**config.mk**
```make
export PLATFORM = sky130hd
export DESIGN_NAME = sar_adc_controller_flat
export DESIGN_NICKNAME = d
export VERILOG_FILES = /design/src/rtl/sar_adc_controller_if.sv /design/src/rtl/sar_adc_controller.sv /design/src/flat_wrapper.sv
export SDC_FILE = /design/constraint.sdc
export NUM_CORES = 1
export LEC_CHECK = 0
export ABC_AREA = 1
export BUFFER_PORTS_ARGS = -buffer_cell sky130_fd_sc_hd__buf_2
export CAP_MARGIN = 20
export CORE_UTILIZATION = 54
export DETAILED_ROUTE_END_ITERATION = 12
export PLACE_DENSITY_LB_ADDON = 0.25
export SYNTH_ARGS = -nofsm -noshare
export SYNTH_HDL_FRONTEND = slang
export SYNTH_SLANG_ARGS = --single-unit
```
**constraint.sdc**
```tcl
create_clock -name clk -period 1.6 [get_ports clk]
set_input_delay 0.32 -clock clk [delete_from_list [all_inputs] [get_ports clk]]
set_output_delay 0.32 -clock clk [all_outputs]
set_load 0.02 [all_outputs]
```
**src/rtl/sar_adc_controller_if.sv**
```systemverilog
// Handshake and analog-loop signals between the ADC peripheral logic and the SAR controller.
// master = peripheral/comparator side, slave = controller side.
interface sar_adc_controller_if #(
   parameter int unsigned WIDTH = 10
);
   logic             start;
   logic             abort;
   logic             cmp_out;
   logic             cmp_en;
   logic [WIDTH-1:0] dac_code;
   logic             busy;
   logic             done;
   logic [WIDTH-1:0] result;

   modport master (
      output start, abort, cmp_out,
      input  cmp_en, dac_code, busy, done, result
   );

   modport slave (
      input  start, abort, cmp_out,
      output cmp_en, dac_code, busy, done, result
   );
endinterface

```
**src/rtl/sar_adc_controller.sv**
```systemverilog
// Successive-approximation controller: MSB-first binary search of the DAC code
// against the comparator, with a settle window before every decision.
module sar_adc_controller #(
   parameter int unsigned WIDTH         = 10,
   parameter int unsigned SETTLE_CYCLES = 2
) (
   input logic                 clk,
   input logic                 resetn,
   sar_adc_controller_if.slave bus
);
   localparam int unsigned BW = $clog2(WIDTH);
   localparam int unsigned CW = (SETTLE_CYCLES > 1) ? $clog2(SETTLE_CYCLES) : 1;
   localparam logic [CW-1:0] CNT_LOAD = CW'(SETTLE_CYCLES - 1);
   localparam logic [BW-1:0] MSB_IDX  = BW'(WIDTH - 1);

   typedef enum logic [1:0] {
      IDLE,
      SETTLE,
      DECIDE
   } state_t;

   state_t           state_q, state_d;
   logic [CW-1:0]    cnt_q, cnt_d;
   logic [BW-1:0]    bit_q, bit_d;
   logic [WIDTH-1:0] dac_q, dac_d;
   logic [WIDTH-1:0] res_q, res_d;
   logic             done_q, done_d;
   logic [WIDTH-1:0] trial;

   always_ff @(posedge clk) begin
      if (!resetn) begin
         state_q <= IDLE;
         cnt_q   <= '0;
         bit_q   <= '0;
         dac_q   <= '0;
         res_q   <= '0;
         done_q  <= 1'b0;
      end else begin
         state_q <= state_d;
         cnt_q   <= cnt_d;
         bit_q   <= bit_d;
         dac_q   <= dac_d;
         res_q   <= res_d;
         done_q  <= done_d;
      end
   end

   always_comb begin
      state_d = state_q;
      cnt_d   = cnt_q;
      bit_d   = bit_q;
      dac_d   = dac_q;
      res_d   = res_q;
      done_d  = 1'b0;
      trial   = dac_q;

      case (state_q)
         IDLE: begin
            // abort outranks a coincident start
            if (bus.start && !bus.abort) begin
               bit_d          = MSB_IDX;
               dac_d          = '0;
               dac_d[MSB_IDX] = 1'b1;
               cnt_d          = CNT_LOAD;
               state_d        = SETTLE;
            end
         end

         SETTLE: begin
            if (bus.abort) begin
               dac_d   = '0;
               state_d = IDLE;
            end else if (cnt_q == '0) begin
               state_d = DECIDE;
            end else begin
               cnt_d = cnt_q - 1'b1;
            end
         end

         DECIDE: begin
            if (bus.abort) begin
               dac_d   = '0;
               state_d = IDLE;
            end else begin
               if (!bus.cmp_out) begin
                  trial[bit_q] = 1'b0;
               end
               if (bit_q != '0) begin
                  trial[bit_q - 1'b1] = 1'b1;
                  dac_d   = trial;
                  bit_d   = bit_q - 1'b1;
                  cnt_d   = CNT_LOAD;
                  state_d = SETTLE;
               end else begin
                  res_d   = trial;
                  done_d  = 1'b1;
                  dac_d   = '0;
                  state_d = IDLE;
               end
            end
         end

         default: begin
            dac_d   = '0;
            state_d = IDLE;
         end
      endcase
   end

   assign bus.busy     = (state_q != IDLE);
   assign bus.cmp_en   = (state_q != IDLE);
   assign bus.dac_code = dac_q;
   assign bus.done     = done_q;
   assign bus.result   = res_q;
endmodule

```
**src/flat_wrapper.sv**
```systemverilog
// flat-port wrapper written by rule: the top's interface ports become plain ports
module sar_adc_controller_flat 
#(
   parameter int unsigned WIDTH         = 10,
   parameter int unsigned SETTLE_CYCLES = 2
)
  (clk, resetn, bus_start, bus_abort, bus_cmp_out, bus_cmp_en, bus_dac_code, bus_busy, bus_done, bus_result);
  sar_adc_controller_if #(.WIDTH(WIDTH)) bus_i ();
  input logic clk;
  input logic resetn;
  input wire logic [$bits(bus_i.start)-1:0] bus_start;
  input wire logic [$bits(bus_i.abort)-1:0] bus_abort;
  input wire logic [$bits(bus_i.cmp_out)-1:0] bus_cmp_out;
  output wire logic [$bits(bus_i.cmp_en)-1:0] bus_cmp_en;
  output wire logic [$bits(bus_i.dac_code)-1:0] bus_dac_code;
  output wire logic [$bits(bus_i.busy)-1:0] bus_busy;
  output wire logic [$bits(bus_i.done)-1:0] bus_done;
  output wire logic [$bits(bus_i.result)-1:0] bus_result;
  assign bus_i.start = bus_start;
  assign bus_i.abort = bus_abort;
  assign bus_i.cmp_out = bus_cmp_out;
  assign bus_cmp_en = bus_i.cmp_en;
  assign bus_dac_code = bus_i.dac_code;
  assign bus_busy = bus_i.busy;
  assign bus_done = bus_i.done;
  assign bus_result = bus_i.result;
  sar_adc_controller #(.WIDTH(WIDTH), .SETTLE_CYCLES(SETTLE_CYCLES)) u_core (.clk(clk), .resetn(resetn), .bus(bus_i));
endmodule
```
==> metrics.txt, run 1 <==
outcome complete, no violations; Final Non-Filler Cells roughly 270; Syn Nets 216; crit end category primary output; num rows 18; cell taking the most area after synthesis dfxtp_1; number of synthesized register bits 28; most common cell after layout, fill and taps aside nand2_1; Fin. Hold Viols 0; DRC viols 0; final WL 2990 µm; met3 usage 4.02%; GR Util met2 about 40%; CP Cell Sequence nor2_4 > inv_1 > buf_2; initial core utilization a little under three fifths; final design area excluding fillers roughly 1600 µm²; hold crit path type in -> reg; DP Area approximately 1600 µm²; Crit-path slowest cell dfxtp_1; GPL Wtd Cong about 0.86; routed vias roughly 1300; CORE AREA ~2500 µm²; RSZ-0062 raised after global routing false; top cells by area, synth dfxtp_1 39%, nand2_1 19%, nor2_1 7.3%; initial antenna violation count 0; Most Crowded Layer GR met2; I/O Buffers 27; Worst Skew 0.00400 ns; Yosys cell types 23; Cells after Synth a little over 200; Top Ports 28; DP HPWL between 2000 and 2500 µm; maximum VDD drop a little under 0.5 mV; Die H roughly 53 µm; post-synth top area share between 30% and 40%; clk buf depth 2; Die X 53.5 µm; Slew HR 79.6%; H-tree lvl count 1; fin crit period 1.53 ns; setup TNS 0 ns; post-placement cell count between 200 and 300; Clock Pin Slew Worst Setup and Hold Paths ~0.14 ns; average routed wire per standard cell 11.3 µm; sequential area share after synthesis between 30% and 40%; # setup viols final 0; Register-to-Register Path Depth 8; met1 Usage GRT between 20 and 30%; Synth Area per Inst around 6.9 µm²; cts hold-fix bufs 0; global-route wire length before repair roughly 4800 µm; fmax ~0.65 GHz; number of cells on the worst hold path 3; CTS tree yes; total gr overflow 0; Tot Pwr ~1.2 mW; Pleak roughly 0.85 nW; gr usage total 23.3%; Area Overhead vs Synth 13.0%; commonest cells after routing, fill and taps aside 73 x nand2_1, 28 x nor2_1, 28 x dfxtp_1, 27 x buf_2, 15 x o21ai_0; number of global-route vias before repair approximately 1100; Root Buffer clkbuf_4; Post-Syn Area ~1400 µm²; Synth Warn # 0; WS Path Type reg -> out; Iteration-0 DRC Markers 8; Least-Margin Pin Slew 0.305 ns; peak fanout along the critical path 5; # Post-CTS Setup Buffers 0; Core Util, Final about two thirds; Final period util a little over nine tenths; max cap viols 0; Power Density 743 nW/µm²; CP peak stage delay 0.52 ns; TritonCTS buffer count 3; drt via density 5.02; Final Max Tran Viols 0; Clock Sinks 28; antenna diode count 0; post-route ant nets 0; drt pass-1 iters 4; pin count of the biggest net entering global routing 20; worst-skew pair later-pin latency roughly 0.32 ns; Worst EP required between 1 and 1.5 ns; nets@finish 246; die area roughly 2900 µm²; Worst setup SP type flip-flop; Arrival @ worst endpoint about 1.2 ns; layout cell share with drive strength beyond 1 roughly a fifth
[layout make-up]
| cell class | instances | area (µm²) |
|---|---|---|
| fillers | 259 | 882 |
| repair buffers | 28 | 143 |
| well taps | 30 | 37.5 |
| flip-flops and latches | 28 | 561 |
| multi-input cells | 159 | 786 |
| clock buffers | 3 | 22.5 |
| inverters | 17 | 68.8 |
[worst max-delay path: cells and delay by family (launching register included)]
| family | cells | cell delay [ns] |
|---|---|---|
| flops | 1 | 0.52 |
| buf+inv | 2 | 0.27 |
| simple gates | 1 | 0.10 |
[cells in the mapped netlist]
library cell   n
nand2_1       73
dfxtp_1       28
nor2_1        28
o21ai_0       16
inv_1         12
nand3_1       11
and2_1         6
ha_1           4
inv_2          4
nand3_2        4
a21oi_1        3
nand4_1        3
o21ai_1        3
nor2_2         2
nor2_4         2
a21oi_4        1
buf_2          1
buf_4          1
buf_6          1
inv_4          1
nand3_4        1
nor3_1         1
o21ai_4        1
[state kept, by name, indices dropped and copies added, names as in the netlist]
register / cells
u_core.cnt_q: 1
u_core.bus.result: 10
u_core.bit_q: 4
u_core.state_q: 2
u_core.bus.done: 1
u_core.bus.dac_code: 10
[where the power goes]
part           internal (mW)  switching, mW  total (mW)  leakage (nW)
registers              0.712         0.0159       0.728         0.227
clock network         0.0883          0.191       0.280        0.0138
logic                 0.0601          0.134       0.195         0.613
total                  0.860          0.342        1.20         0.854
[through the flow]
stage	hold slack (ns)	worst slack, ns
final	0.357	0.0665
after CTS	0.346	0.0621
after floorplan	0.426	0.183
after global placement	0.438	0.150
after global routing	0.340	0.00223
after detailed placement	0.445	0.112
[path summary, 6_finish.rpt]
| kind | start | to | slack, ns |
|---|---|---|---|
| worst max-delay path | u_core.state_q[0] | bus_busy | 0.07 |
| worst min-delay path | resetn | u_core.bus.result[2] | 0.36 |
| worst min register to register | u_core.cnt_q | u_core.cnt_q | 0.46 |
| worst max register to register | u_core.bit_q[1] | u_core.bus.result[0] | 0.12 |
[metal layers]
layer  share of wire [%]  up-vias
met3                 2.9        5
met1                  49      589
met2                  46       21
met4                 1.4        0
li1                    -      715
met5                   0        -
[cell families after synthesis]
| kind of cell | after synthesis | synth area share (%) |
|---|---|---|
| AO/OA/AOI/OAI | 24 | 9.97 |
| buffers and inverters | 20 | 6.29 |
| flip-flops | 28 | 39.2 |
| adder cells (fa/ha/maj) | 4 | 3.50 |
| AND/OR/NAND/NOR | 131 | 41.1 |
[repair_timing]
action / in CTS / in global routing
gates resized for setup: 1 / 3
cloned: 0 / 0
endpoints found under the setup margin: 2 / 6
Note: power is estimated with default switching activity, not from simulation.
==> run 2, diff against run 1 <==
--- a/config.mk
+++ b/config.mk
@@ -8,9 +8,10 @@
 export ABC_AREA = 1
 export BUFFER_PORTS_ARGS = -buffer_cell sky130_fd_sc_hd__buf_2
 export CAP_MARGIN = 20
+export CORE_MARGIN = 2
 export CORE_UTILIZATION = 54
 export DETAILED_ROUTE_END_ITERATION = 12
-export PLACE_DENSITY_LB_ADDON = 0.25
+export PLACE_DENSITY = 0.85
 export SYNTH_ARGS = -nofsm -noshare
 export SYNTH_HDL_FRONTEND = slang
 export SYNTH_SLANG_ARGS = --single-unit
==> run 2 against run 1 <==
Net effect: core utilization is 1.5 points higher; highest routed layer unchanged; routed wire length increased by 13%; largest cell class unchanged; combinational power barely moved; flip-flop and latch count unchanged.
==> metrics.txt, run 2 (same netlist as run 1, synthesis figures left out) <==
outcome complete, no violations; fin crit period roughly 1.5 ns; TritonCTS buffer count 3; commonest cells after routing, fill and taps aside 73 x nand2_1, 28 x nor2_1, 27 x buf_2, 25 x dfxtp_1, 14 x o21ai_0; critical path buffer and inverter count 2; Reg area roughly 560 µm²; hold crit path type in -> reg; final worst setup slack ~0.12 ns; Arrival @ worst endpoint 1.16 ns; cts hold-fix bufs 0; Die X approximately 55 µm; Fin. Hold Viols 0; Clock Sinks 28; Power Density roughly 850 nW/µm²; drt pass-1 iters 5; maximum VDD drop between 0.8 and 0.9 mV; Area Overhead vs Synth 15.6%; clk buf depth 2; post-placement cell count ~260; nets@finish around 250; WS Path Type reg -> out; peak fanout along the critical path 5; gr usage total 22.7%; CP Depth 3; most common cell after layout, fill and taps aside nand2_1; drt via density between 5 and 6; CP peak stage delay 0.40 ns; Crit Reg-Reg Startpoint u_core.bit_q[1]; final design area excluding fillers 1650 µm²; pin count of the biggest net entering global routing 20; Final period util roughly 90%; r2r endpoint u_core.bus.result[7]; fmax 0.674 GHz; # Post-CTS Setup Buffers 0; Final Max Tran Viols 0; Place WS about 0.11 ns; H-tree lvl count 1; Iteration-0 DRC Markers 51; CORE AREA between 2000 and 2500 µm²; initial core utilization roughly 57%; RSZ-0062 raised after global routing false; Least-Margin Pin Slew about 0.33 ns; fillcell total 219; # setup viols final 0; Critical path destination bus_cmp_en; Worst setup SP type flip-flop; R2R Setup Slk 0.14 ns; Top Ports 28; average routed wire per standard cell between 10 and 15 µm; global-route wire length before repair between 5000 and 6000 µm; Slew HR approximately 78%; antenna diode count 0; number of global-route vias before repair between 1000 and 1500; Worst setup startpoint u_core.state_q[0]; DRC viols 0; initial antenna violation count 0; Worst EP required ~1.3 ns; CTS tree yes; max cap viols 0; routed vias between 1000 and 1500; Crit-path slowest cell dfxtp_2; Die H ~55 µm; Root Buffer clkbuf_4; setup TNS 0 ns; post-route ant nets 0; die area approximately 3100 µm²; CP Cell Sequence nor2_4 > inv_1 > buf_2; total gr overflow 0; Worst Skew 0.0152 ns; final WL 3370 µm; DP Area 1590 µm²; Final Non-Filler Cells approximately 270; area of the multi-input gates ~790 µm²; Pleak just under 0.9 nW; Clock Pin Slew Worst Setup and Hold Paths around 0.16 ns; GPL Wtd Cong 0.903; WHS 0.313 ns; Register-to-Register Path Depth 8; family with the most delay on the worst path flip-flops; I/O Buffers 27; worst-skew pair later-pin latency between 0.3 and 0.4 ns; num rows 18; crit end category primary output; DP HPWL between 2000 and 3000 µm; layout cell share with drive strength beyond 1 ~22%
[run 2: power by group]
part	total [mW]	internal [mW]	switching, mW
logic	0.198	0.0610	0.137
registers	0.730	0.713	0.0171
clock network	0.477	0.254	0.223
[run 2: worst min-delay path by stage]
stage | start | to | slack, ns | depth (start not counted)
after floorplan | u_core.cnt_q | u_core.cnt_q | 0.43 | 2
after global placement | u_core.cnt_q | u_core.cnt_q | 0.45 | 2
after detailed placement | u_core.cnt_q | u_core.cnt_q | 0.45 | 2
after CTS | resetn | u_core.bus.result[2] | 0.33 | 3
after global routing | resetn | u_core.bus.result[2] | 0.32 | 3
final | resetn | u_core.bus.result[2] | 0.31 | 3
[run 2: worst min-delay path, cell delays in order]
cell	delay [ns]
buf_2	0.20
nand2_1	0.10
nor2_1	0.03
[run 2: what timing repair did]
action,4_1_cts,5_1_grt
setup endpoints to repair,2,19
hold endpoints to repair,0,0
gates resized for setup,1,7
[run 2: final cells by class]
cell class,instances,area share [%]
multi-input combinational,159,47.7
sequential,28,34.1
timing repair buffer,28,8.62
inverter,17,4.16
tap,30,2.27
clock inverter,1,1.82
clock buffer,3,1.36
[run 2: routing by layer]
metal  vias up  share of wire [%]  global-route usage, %
met2        54                 46                   36.7
met5         -                  0                      0
met1       616                 46                   29.2
met3         9                6.9                   4.45
met4         0                2.0                   9.76
li1        723                  -                      -
[run 2: metrics by stage]
| stage | total power [mW] | utilization, % |
|---|---|---|
| 2_1_floorplan | 0.886 | - |
| 5_1_grt | 1.45 | 66.2 |
| 3_5_place_dp | 0.937 | 63.5 |
| 6_report | 1.41 | 66.2 |
| 3_3_place_gp | 0.931 | 63.5 |
| 4_1_cts | 1.39 | 65.8 |
==> run 3, diff against run 2 <==
--- a/config.mk
+++ b/config.mk
@@ -5,13 +5,13 @@
 export SDC_FILE = /design/constraint.sdc
 export NUM_CORES = 1
 export LEC_CHECK = 0
-export ABC_AREA = 1
 export BUFFER_PORTS_ARGS = -buffer_cell sky130_fd_sc_hd__buf_2
 export CAP_MARGIN = 20
 export CORE_MARGIN = 2
-export CORE_UTILIZATION = 54
+export CORE_UTILIZATION = 56
+export CTS_BUF_LIST = sky130_fd_sc_hd__clkbuf_2 sky130_fd_sc_hd__clkbuf_4 sky130_fd_sc_hd__clkbuf_8
 export DETAILED_ROUTE_END_ITERATION = 12
-export PLACE_DENSITY = 0.85
+export PLACE_DENSITY = 0.79
 export SYNTH_ARGS = -nofsm -noshare
 export SYNTH_HDL_FRONTEND = slang
 export SYNTH_SLANG_ARGS = --single-unit
==> run 3 against run 2 <==
Net effect: the run now ends with negative setup slack left; count of clock-buffer cells in the layout is the same; register-to-register slack lost 0.16 ns; via count grew 3.9%; setup slack lost 0.13 ns; total power grew 7.7%; worst hold slack gained 0.0092 ns; core utilization grew 12 points.
==> metrics.txt, run 3 <==
outcome finished, violations left; failing checks negative setup slack; r2r endpoint u_core.bus.dac_code[4]; GR Util met2 approximately 46%; final WL just under 4000 µm; global-route wire length before repair roughly 6000 µm; pin count of the biggest net entering global routing 17; worst-skew pair later-pin latency 0.33 ns; most common cell in the netlist nand2_1; met1 Usage GRT between 30% and 40%; average routed wire per standard cell around 16 µm; cts hold-fix bufs 0; Register-to-Register Path Depth 6; clk buf depth 2; gr usage total 27.8%; Die H roughly 54 µm; # setup viols final 4; Worst EP required between 1.5 and 2 ns; cell taking the most area after synthesis dfxtp_1; post-route ant nets 0; met3 usage ~2.7%; DRC viols 0; Most Crowded Layer GR met2; Final Max Tran Viols 0; Iteration-0 DRC Markers just over 80; Hold Crit Start bus_cmp_out; Final period util 101%; fin crit period 1.62 ns; commonest cells after routing, fill and taps aside 31 x nand2_1, 30 x buf_4, 25 x buf_2, 22 x dfxtp_1, 14 x a21oi_1; number of cells on the worst hold path 3; post-synth top area share 39.3%; Synth Area in Adders under 10%; Primary FF master, synth dfxtp_1; RSZ-0062 raised after global routing true; async set-reset flop share out of synthesis 0%; Clock Pin Slew Worst Setup and Hold Paths around 0.16 ns; R2R Setup Slk -0.02 ns; Clock Sinks 28; sequential area share after synthesis a little under 40%; number of flops mapped to enable cells by yosys 0; Root Buffer clkbuf_4; Syn Nets about 180; Cells after Synth 170; DP HPWL 2590 µm; Pleak approximately 0.84 nW; fraction of synthesized area in multiplexers 0%; peak fanout along the critical path 6; layout cell share with drive strength beyond 1 about two fifths; GPL Wtd Cong 0.876; Fin. Hold Viols 0; Post-Synth Simple-Gate Area 25.8%; fmax just over 0.6 GHz; maximum VDD drop around 0.6 mV; num rows 18; most common cell after layout, fill and taps aside nand2_1; initial antenna violation count 0; Post-synth top cells 32 x nand2_1, 28 x dfxtp_1, 17 x a21oi_1, 8 x nor2_1, 8 x o21ai_0; number of global-route vias before repair between 1000 and 1500; Die X between 50 and 60 µm; I/O Buffers 27; CTS tree yes; max cap viols 0; antenna diode count 0; initial core utilization about three fifths; Yosys cell types 47; nets@finish between 200 and 250; Synth Warn # 0; final worst setup slack -0.0179 ns; routed vias ~1500; number of synthesized register bits 28; Arrival @ worst endpoint roughly 1.9 ns; Post-Syn Area about 1400 µm²; largest family of logic cells by synthesized area simple AND/OR/NAND/NOR gates; Worst Skew 0.00226 ns; Synth Area per Inst around 8.4 µm²; crit end category flip-flop; XOR/XNOR Fraction of Synth Area between 1.5 and 2%; Synth Area in Compound Gates 22.2%; Hold Path Sink u_core.bus.dac_code[8]; CORE AREA approximately 2500 µm²; Place WS -0.0336 ns; top cells by area, synth dfxtp_1 39%, nand2_1 8.4%, a21oi_1 6.0%; Worst setup SP type flip-flop; Slew HR 54.4%; Core Util, Final between 70 and 80%; Crit Reg-Reg Startpoint u_core.bit_q[1]; drt pass-1 iters 4; Power Density 786 nW/µm²; Least-Margin Pin Slew roughly 0.68 ns; Area Overhead vs Synth 35.2%; Top Ports 28; TritonCTS buffer count 3; hold crit path type in -> reg; drt via density ~5.8; total gr overflow 0; die area between 2000 and 3000 µm²; WS Path Type reg -> reg; H-tree lvl count 1
-- run 3: changes by cell type in the layout (fill, tap and decap cells not counted), moves of 4 or more --
cell     change
nor2_1      -20
nand3_2      -4
buf_4       +29
and2_1       -5
nand2_1     -42
a21oi_1     +11
nand3_1      -5
inv_1        -7
o21ai_0      -9
-- run 3: cell families after synthesis --
kind of cell,count (synthesis)
buffers and inverters,20
flip-flops,28
adder cells (fa/ha/maj),4
AND/OR/NAND/NOR,70
XOR/XNOR,3
AO/OA/AOI/OAI,45
-- run 3: power breakdown --
group	internal (mW)	switching [mW]	total, mW
Combinational	0.152	0.160	0.312
Clock	0.253	0.221	0.474
Sequential	0.710	0.0175	0.728
Total	1.12	0.398	1.51
-- run 3: cell type report --
class | count | area (µm²)
Multi-Input combinational cell | 123 | 830
Timing Repair Buffer | 59 | 404
Clock inverter | 1 | 30.0
Clock buffer | 3 | 22.5
Fill cell | 164 | 528
Inverter | 8 | 30.0
Sequential cell | 28 | 573
Tap cell | 30 | 37.5
-- run 3: layer usage --
layer	routed length, µm	part of all wire (%)
met4	112	2.8
met5	0	0
met1	1580	40
met3	321	8.1
met2	1940	49
-- run 3: worst max-delay path by stage --
stage,start,endpoint,slack [ns]
global placement,u_core.bit_q[1],u_core.bus.dac_code[5],0.04
CTS,u_core.bit_q[1],u_core.bus.dac_code[4],0.007
floorplan,u_core.bit_q[0],u_core.bus.dac_code[5],-0.16
finish,u_core.bit_q[1],u_core.bus.dac_code[4],-0.02
global route,u_core.bit_q[1],u_core.bus.dac_code[6],-0.05
detailed placement,u_core.bit_q[1],u_core.bus.dac_code[4],-0.03
-- run 3: timing repair --
item,CTS,global route
buffers inserted,7,2
setup endpoints to repair,6,22
gates resized for setup,7,16
gates cloned,1,0
pin swaps,2,6
-- run 3: stage by stage --
stage          power, mW  area [µm²]  std cells  TNS [ns]  hold slack [ns]
3_5_place_dp       0.989        1720        238   -0.0397            0.442
4_1_cts             1.47        1850        250         0            0.324
2_1_floorplan      0.892        1440        170    -0.526            0.422
6_report            1.51        1930        252   -0.0498            0.322
5_1_grt             1.56        1930        252    -0.274            0.339
3_3_place_gp       0.976        1720        238         0            0.435
-- run 3: critical path, cell delays in order (launching register included) --
cell and delay, ns:
dfxtp_2 0.36, inv_2 0.08, ha_4 0.14, or3b_4 0.39
and3_4 0.21, a21o_1 0.17, a22o_1 0.18
